==> src/rtl/gpr_pkg.sv <==
// Shared defaults, clear-sequencer state type and address-width helper for the
// multi-port general-purpose register file.
package gpr_pkg;

    localparam int DEF_DATA_W   = 32;
    localparam int DEF_NUM_REGS = 32;
    localparam int DEF_NUM_RD   = 2;
    localparam int DEF_LINK_REG = 31;

    typedef enum logic {
        IDLE  = 1'b0,
        CLEAR = 1'b1
    } clr_state_t;

    function automatic int addr_w(input int num_regs);
        return $clog2(num_regs);
    endfunction

endpackage

==> src/rtl/gpr_clear_seq.sv <==
// Clear sequencer: sweeps cnt from 1 to NUM_REGS-1, one register zeroed per edge.
//   state | meaning
//   IDLE  | writes accepted, waiting for clear_req
//   CLEAR | sweeping, writes dropped, clr_done on the last sweep cycle
module gpr_clear_seq
    import gpr_pkg::*;
#(
    parameter int NUM_REGS = DEF_NUM_REGS,
    parameter int AW       = addr_w(DEF_NUM_REGS)
) (
    input  logic          clk,
    input  logic          reset,
    input  logic          clear_req,
    output logic [AW-1:0] cnt,
    output logic          clr_busy,
    output logic          clr_done,
    output logic          wr_ready
);

    localparam logic [AW-1:0] CNT_FIRST = AW'(1);
    localparam logic [AW-1:0] CNT_LAST  = AW'(NUM_REGS - 1);

    clr_state_t state, state_nxt;

    always_ff @(posedge clk or negedge reset) begin
        if (!reset) begin
            state <= IDLE;
            cnt   <= CNT_FIRST;
        end else begin
            state <= state_nxt;
            if (state == CLEAR) begin
                cnt <= (cnt == CNT_LAST) ? CNT_FIRST : cnt + 1'b1;
            end
        end
    end

    always_comb begin
        state_nxt = state;
        case (state)
            IDLE:    if (clear_req) state_nxt = CLEAR;
            CLEAR:   if (cnt == CNT_LAST) state_nxt = IDLE;
            default: state_nxt = IDLE;
        endcase
    end

    always_comb begin
        clr_busy = (state == CLEAR);
        clr_done = (state == CLEAR) && (cnt == CNT_LAST);
        wr_ready = (state == IDLE);
    end

endmodule

==> src/rtl/gpr_file_mp.sv <==
// Multi-read-port register file with a registered write stage and clear sweep.
// Define GPR_BYPASS_EN to forward the write-stage data to matching read ports.
module gpr_file_mp
    import gpr_pkg::*;
#(
    parameter int DATA_W   = DEF_DATA_W,
    parameter int NUM_REGS = DEF_NUM_REGS,
    parameter int NUM_RD   = DEF_NUM_RD,
    parameter int LINK_REG = DEF_LINK_REG,
    localparam int AW      = addr_w(NUM_REGS)
) (
    input  logic                     clk,
    input  logic                     reset,
    input  logic                     wr_en,
    input  logic [AW-1:0]            wr_rt,
    input  logic [AW-1:0]            wr_rd,
    input  logic                     wr_rdst,
    input  logic                     wr_link,
    input  logic [DATA_W-1:0]        wr_data,
    output logic                     wr_ready,
    input  logic [NUM_RD*AW-1:0]     rd_addr,
    output logic [NUM_RD*DATA_W-1:0] rd_data,
    input  logic                     clear_req,
    output logic                     clr_busy,
    output logic                     clr_done
);

    logic [DATA_W-1:0] regs [NUM_REGS];
    logic              stg_vld;
    logic [AW-1:0]     stg_dest;
    logic [DATA_W-1:0] stg_data;
    logic [AW-1:0]     wr_dest;
    logic [AW-1:0]     cnt;

    gpr_clear_seq #(
        .NUM_REGS (NUM_REGS),
        .AW       (AW)
    ) u_clear_seq (
        .clk       (clk),
        .reset     (reset),
        .clear_req (clear_req),
        .cnt       (cnt),
        .clr_busy  (clr_busy),
        .clr_done  (clr_done),
        .wr_ready  (wr_ready)
    );

    assign wr_dest = wr_link ? AW'(LINK_REG) : (wr_rdst ? wr_rd : wr_rt);

    always_ff @(posedge clk or negedge reset) begin
        if (!reset) begin
            stg_vld  <= 1'b0;
            stg_dest <= '0;
            stg_data <= '0;
        end else begin
            stg_vld <= wr_en && wr_ready;
            if (wr_en && wr_ready) begin
                stg_dest <= wr_dest;
                stg_data <= wr_data;
            end
        end
    end

    // The sweep assignment comes last so a zeroed slot wins over a same-edge commit.
    always_ff @(posedge clk or negedge reset) begin
        if (!reset) begin
            for (int i = 0; i < NUM_REGS; i++) begin
                regs[i] <= '0;
            end
        end else begin
            if (stg_vld && (stg_dest != '0)) begin
                regs[stg_dest] <= stg_data;
            end
            if (clr_busy) begin
                regs[cnt] <= '0;
            end
        end
    end

    for (genvar k = 0; k < NUM_RD; k++) begin : g_rd
        logic [AW-1:0]     addr;
        logic [DATA_W-1:0] arr_val;

        assign addr    = rd_addr[k*AW +: AW];
        assign arr_val = (addr == '0) ? '0 : regs[addr];
`ifdef GPR_BYPASS_EN
        assign rd_data[k*DATA_W +: DATA_W] =
            (stg_vld && (stg_dest != '0) && (stg_dest == addr)) ? stg_data : arr_val;
`else
        assign rd_data[k*DATA_W +: DATA_W] = arr_val;
`endif
    end

endmodule

==> config.mk <==
export PLATFORM = sky130hd
export DESIGN_NAME = gpr_file_mp
export DESIGN_NICKNAME = d
export VERILOG_FILES = /design/src/rtl/gpr_pkg.sv /design/src/rtl/gpr_clear_seq.sv /design/src/rtl/gpr_file_mp.sv
export SDC_FILE = /design/constraint.sdc
export NUM_CORES = 2
export LEC_CHECK = 0
export BUFFER_PORTS_ARGS = -buffer_cell sky130_fd_sc_hd__buf_2
export CORE_ASPECT_RATIO = 1.2
export CORE_MARGIN = 2
export CORE_UTILIZATION = 50
export CTS_BUF_LIST = sky130_fd_sc_hd__clkbuf_16
export DETAILED_ROUTE_END_ITERATION = 10
export PLACE_DENSITY = 0.76
export REMOVE_ABC_BUFFERS = 1
export SLEW_MARGIN = 20
export SYNTH_ARGS = -nofsm -noshare
export SYNTH_HDL_FRONTEND = slang
export SYNTH_HIERARCHICAL = 1
export SYNTH_SLANG_ARGS = --single-unit
==> constraint.sdc <==
create_clock -name clk -period 2.4 [get_ports clk]
set_clock_uncertainty 0.05 [all_clocks]
set_input_delay 0.12 -clock clk [delete_from_list [all_inputs] [get_ports clk]]
set_output_delay 0.12 -clock clk [all_outputs]
set_load 0.05 [all_outputs]
; Word level (Yosys, flattened, before mapping)
; Cells that the tools add are included.
[totals]
output_inout_bits = 67
inputBits = 58
register_bits = 1068
word_cells = 81
[op_classes]
n_mux = 21
bitwise = 7
add_sub_neg = 1
eq_ne = 1
order_cmp = 6
n_reduce_logical = 8
[ops]
columns = op, count
row1 = $mux 1024, 2
row2 = $and 1024x1024->1024, 1
row3 = $bwmux 1024, 1
row4 = $not 1024->1024, 1
row5 = $bmux 32 s5, 2
row6 = $demux 32 s5, 2
row7 = $mux 32, 8
row8 = $ge 6x6->1 const B, 4
row9 = $not 5->6, 4
row10 = $mux 5, 3
row11 = $lt 6x1->1 const B, 2
row12 = $logic_not 5->1, 2
row13 = $add 5x1->5 const B, 1
row14 = $eq 5x5->1 const B, 1
row15 = $logic_and 1x1->1, 5
row16 = $reduce_bool 5->1, 1
row17 = $mux 1, 2
row18 = $pmux 1 s2, 1
row19 = $not 1->1, 1

; Longest topological paths before layout
[depth]
ltp_word = 9
mapped_depth = 8

; Cells and area by module
; The synthesis kept the hierarchy.
[modules_own_cells]
columns = mod, cells_each, seq_area_each_um2, area_each_um2, instances
row1 = gpr_file_mp, 5987, 26575.5, 58726.3, 1
row2 = gpr_clear_seq, 25, 151.4, 286.5, 1

; Worst setup path after synthesis
; No wires, ideal clock.
[synth_path]
kind = input to output
start = input rd_addr[0]
end = output rd_data[17]
t_required_ns = 2.230
path_slack_ns = -0.175
stages = 7
t_arrival_ns = 2.405
cell_sequence = buf_2 buf_4 nor2_1 buf_2 a221oi_1 o21ai_1 a311oi_1
[synth_via]
elab_chain_cells = 5
word_cells_on_any_way = 6
cone_classes = mux (4) / bitwise (1) / reduce/logical (1)
[synth_lines]
columns = element, line
row1 = "start, declared", gpr_file_mp.sv:21  ; input logic [NUM_RD*AW-1:0] rd_addr,
row2 = $not 5->6 (not written as such), gpr_file_mp.sv:85  ; assign arr_val = (addr == '0) ? '0 : regs[addr];
row3 = $bmux 32 s5, gpr_file_mp.sv:85
row4 = $mux 32 (not written as such) (2 in a row), gpr_file_mp.sv:85
row5 = $mux 32 (*), gpr_file_mp.sv:85
row6 = "end, declared", gpr_file_mp.sv:22  ; output logic [NUM_RD*DATA_W-1:0] rd_data,
; Mark *: on every way between the ends. The rest lies on a longest branch, timed or not. The select of a mux whose other input is x is not followed.

; Worst setup path in the final report
[layout_path]
start = register regs[894] in the netlist's numbering
end = output rd_data[30]
[layout_via]
elab_chain_cells = 4
[layout_lines]
columns = element, line
row1 = "start, declared", gpr_file_mp.sv:28  ; logic [DATA_W-1:0] regs [NUM_REGS];
row2 = "start signal, assigned by index", gpr_file_mp.sv:72  ; regs[stg_dest] <= stg_data;
row3 = $bmux 32 s5, gpr_file_mp.sv:85
row4 = $mux 32 (not written as such) (2 in a row), gpr_file_mp.sv:85
row5 = $mux 32, gpr_file_mp.sv:85
; Every way passes these cells. The select of a mux whose other input is x is not followed.

==> metrics.txt <==
hold depth 4; clock latency on the worst-skew pair between 700 and 800 ps; RSZ-0062 raised after global routing true; r2r worst-path depth 5; IO Port Bufs about 120; maxcap violations 0; sequential share of power 37.9%; Critical Path Fanout Max 3; initial antenna violation count 7; grt total ovfl 0; CP Class reg2out; post-layout util roughly three fifths; Pwr Density ~760 nW/um^2; Seq/Total Area, Yosys 45.3%; worst slew margin relative to its limit about 28%; Setup violations, final 64; Synth async-reset ratio 100%; Slew @ Worst Pin 1080 ps; Synth top area share a little under half; Max VDD drop about 750 uV; Pre-antenna DRT Iters 9; DP HPWL between 150000 and 200000 um; failing checks negative setup slack; worst reg2reg startpoint stg_dest[3]; pin count of the biggest net entering global routing 117; via count 56.8k; achievable frequency between 300 and 400 MHz; Max Slew Vio Count 0; CP Launch Type register; pre-CTS setup slack -788 ps; synthesized cell area 59000 um^2; vias in the first global route 56.7k; DIE AREA between 100000 and 150000 um^2; Mapped Cells about 6k; CTS tree built; Initial Util around 50%; # nets final between 6k and 7k; Period minus WS final 3080 ps; Worst Hold Endpoint u_clear_seq/clr_busy; Final WS setup -679 ps; count of state elements after synthesis between 1k and 1.5k; CORE AREA ~120000 um^2; most common cell in the netlist nand2_1; Root Driver clkbuf_16; Post-synth top flop dfrtp_1; status complete, but fails checks; first-pass GRT wire length roughly 370000 um; DR vias/cell 7.08; DRC viols 0; Power, Total 55.7 mW; Switching Fraction about 37%; worst r2r dst regs[782]; CP Data Required Time 2230 ps; Rows between 100 and 150; logic gate share of total power a little under a third; Die Ht approximately 380 um; clock share of power roughly 31%; crit path DAT 2910 ps; post-synth top area cell dfrtp_1; Initial DRC Count around 10k; drt total wl around 260000 um; die width approximately 320 um; internal power between 30 and 40 mW; worst hold slack 119 ps; clock tree buffer depth 3; number of synthesized flops with an enable pin 0; fraction of layout cells with a size suffix above 1 between 20 and 30%; Critical Path Sink Type output port; synthesized area per cell ~9.8 um^2; # clock sinks roughly 1.1k; I/O Pins about 130; worst min-delay path class in2reg; routability congestion estimate roughly 1.0; part of the cycle the worst path needs 128%; Area growth syn-to-layout 23.5%; Final Hold Violating Endpoints 0; P_leak a little over 30 nW; HP Start clear_req; Yosys cell types 48; top cells by area, synth dfrtp_1 (45%), mux4_2 (17%), nand2_1 (13%); Warnings, synthesis 6; Net Sw Power 20.9 mW; H-tree Lvls 3; Clock Pin Slew Worst Setup and Hold Paths around 70 ps; flop2flop setup slack 70 ps; drt wl/cell between 30 and 40 um; total CTS buffers about 110; synth cell count leaders nand2_1 (2056), dfrtp_1 (1067), a21oi_1 (992), mux4_2 (448), clkbuf_1 (298); total global-route track usage a little over two fifths; ANT nets after route 0
-- metrics by stage --
stage	TNS (ps)	std cells	cell area [um^2]
after global routing	-26160	8017	72900
after global placement	-7410	7684	66200
after detailed placement	-6740	7684	66200
after CTS	-23070	7985	72000
after floorplan	-98600	5402	56000
final	-25960	8018	72900
-- kinds of logic after synthesis --
kind of cell    synth area share, %
buf+inv                        5.09
compound gates                 13.0
flops                          45.3
mux                            21.2
simple gates                   15.4
fa+ha+maj                    0.0424
-- worst max-delay path: stages (launching register included) --
cell and delay, ps:
dfrtp_1 420, mux4_2 520, a211oi_4 660, buf_4 240
a311oi_4 50, buf_12 230
-- how the worst max path moves through the flow --
stage                                    start     endpoint  slack (ps)
after floorplan           u_clear_seq/clr_busy  stg_data[0]        -350
after global placement              rd_addr[0]  rd_data[30]        -920
after detailed placement            rd_addr[0]  rd_data[10]        -790
after CTS                            regs[926]  rd_data[30]        -460
after global routing                 regs[926]  rd_data[30]        -640
final                                regs[894]  rd_data[30]        -680
-- layout by cell type (no fill, tap or decap), types with 50 or more instances in the layout --
cell type,instances
mux2i_1,128
nor2b_1,54
buf_12,196
nand2_1,2055
dfrtp_1,1067
mux4_2,448
buf_2,52
mux2_2,50
dlygate4sd3_1,84
a22oi_1,60
clkbuf_16,118
buf_4,473
a21oi_1,992
-- power groups by stage --
stage / clock [mW] / combinational [mW] / sequential [mW]
final: 17.4 / 17.2 / 21.1
after global routing: 18.0 / 17.5 / 21.2
after CTS: 17.3 / 16.0 / 21.0
after detailed placement: 0 / 15.0 / 21.3
after global placement: 0 / 14.8 / 21.1
after floorplan: 0 / 5.05 / 22.3
-- metal layers --
metal | track usage (%) | vias to the layer above | share of wire [%]
met5 | 0.675 | - | 0
met4 | 37.2 | 0 | 11
met3 | 19.1 | 1743 | 17
met2 | 59.8 | 5791 | 42
met1 | 47.9 | 27400 | 30
li1 | - | 21800 | -
-- final cells by class --
class | instances | area [um^2]
well taps | 1540 | 1930
inverters | 5 | 21.3
multi-input cells | 4329 | 31200
clock buffers | 109 | 2730
diodes | 6 | 15.0
clock inverters | 91 | 795
flip-flops and latches | 1068 | 26700
repair buffers | 870 | 9500
fillers | 8893 | 44700
-- registers in the layout (all words and copies together) (netlist names) --
register              count
u_clear_seq/clr_busy      1
stg_data                 32
stg_dest                  5
regs                   1024
stg_vld                   1
u_clear_seq/cnt           5
-- what timing repair did --
item / 4_1_cts / 5_1_grt
setup buffers: 26 / 33
gates resized for setup: 249 / 135
endpoints found under the hold margin: 1106 / 0
hold buffers: 84 / 0
setup endpoints to repair: 65 / 65
pin swaps: 56 / 42
Power figures use the tool's default switching activity.
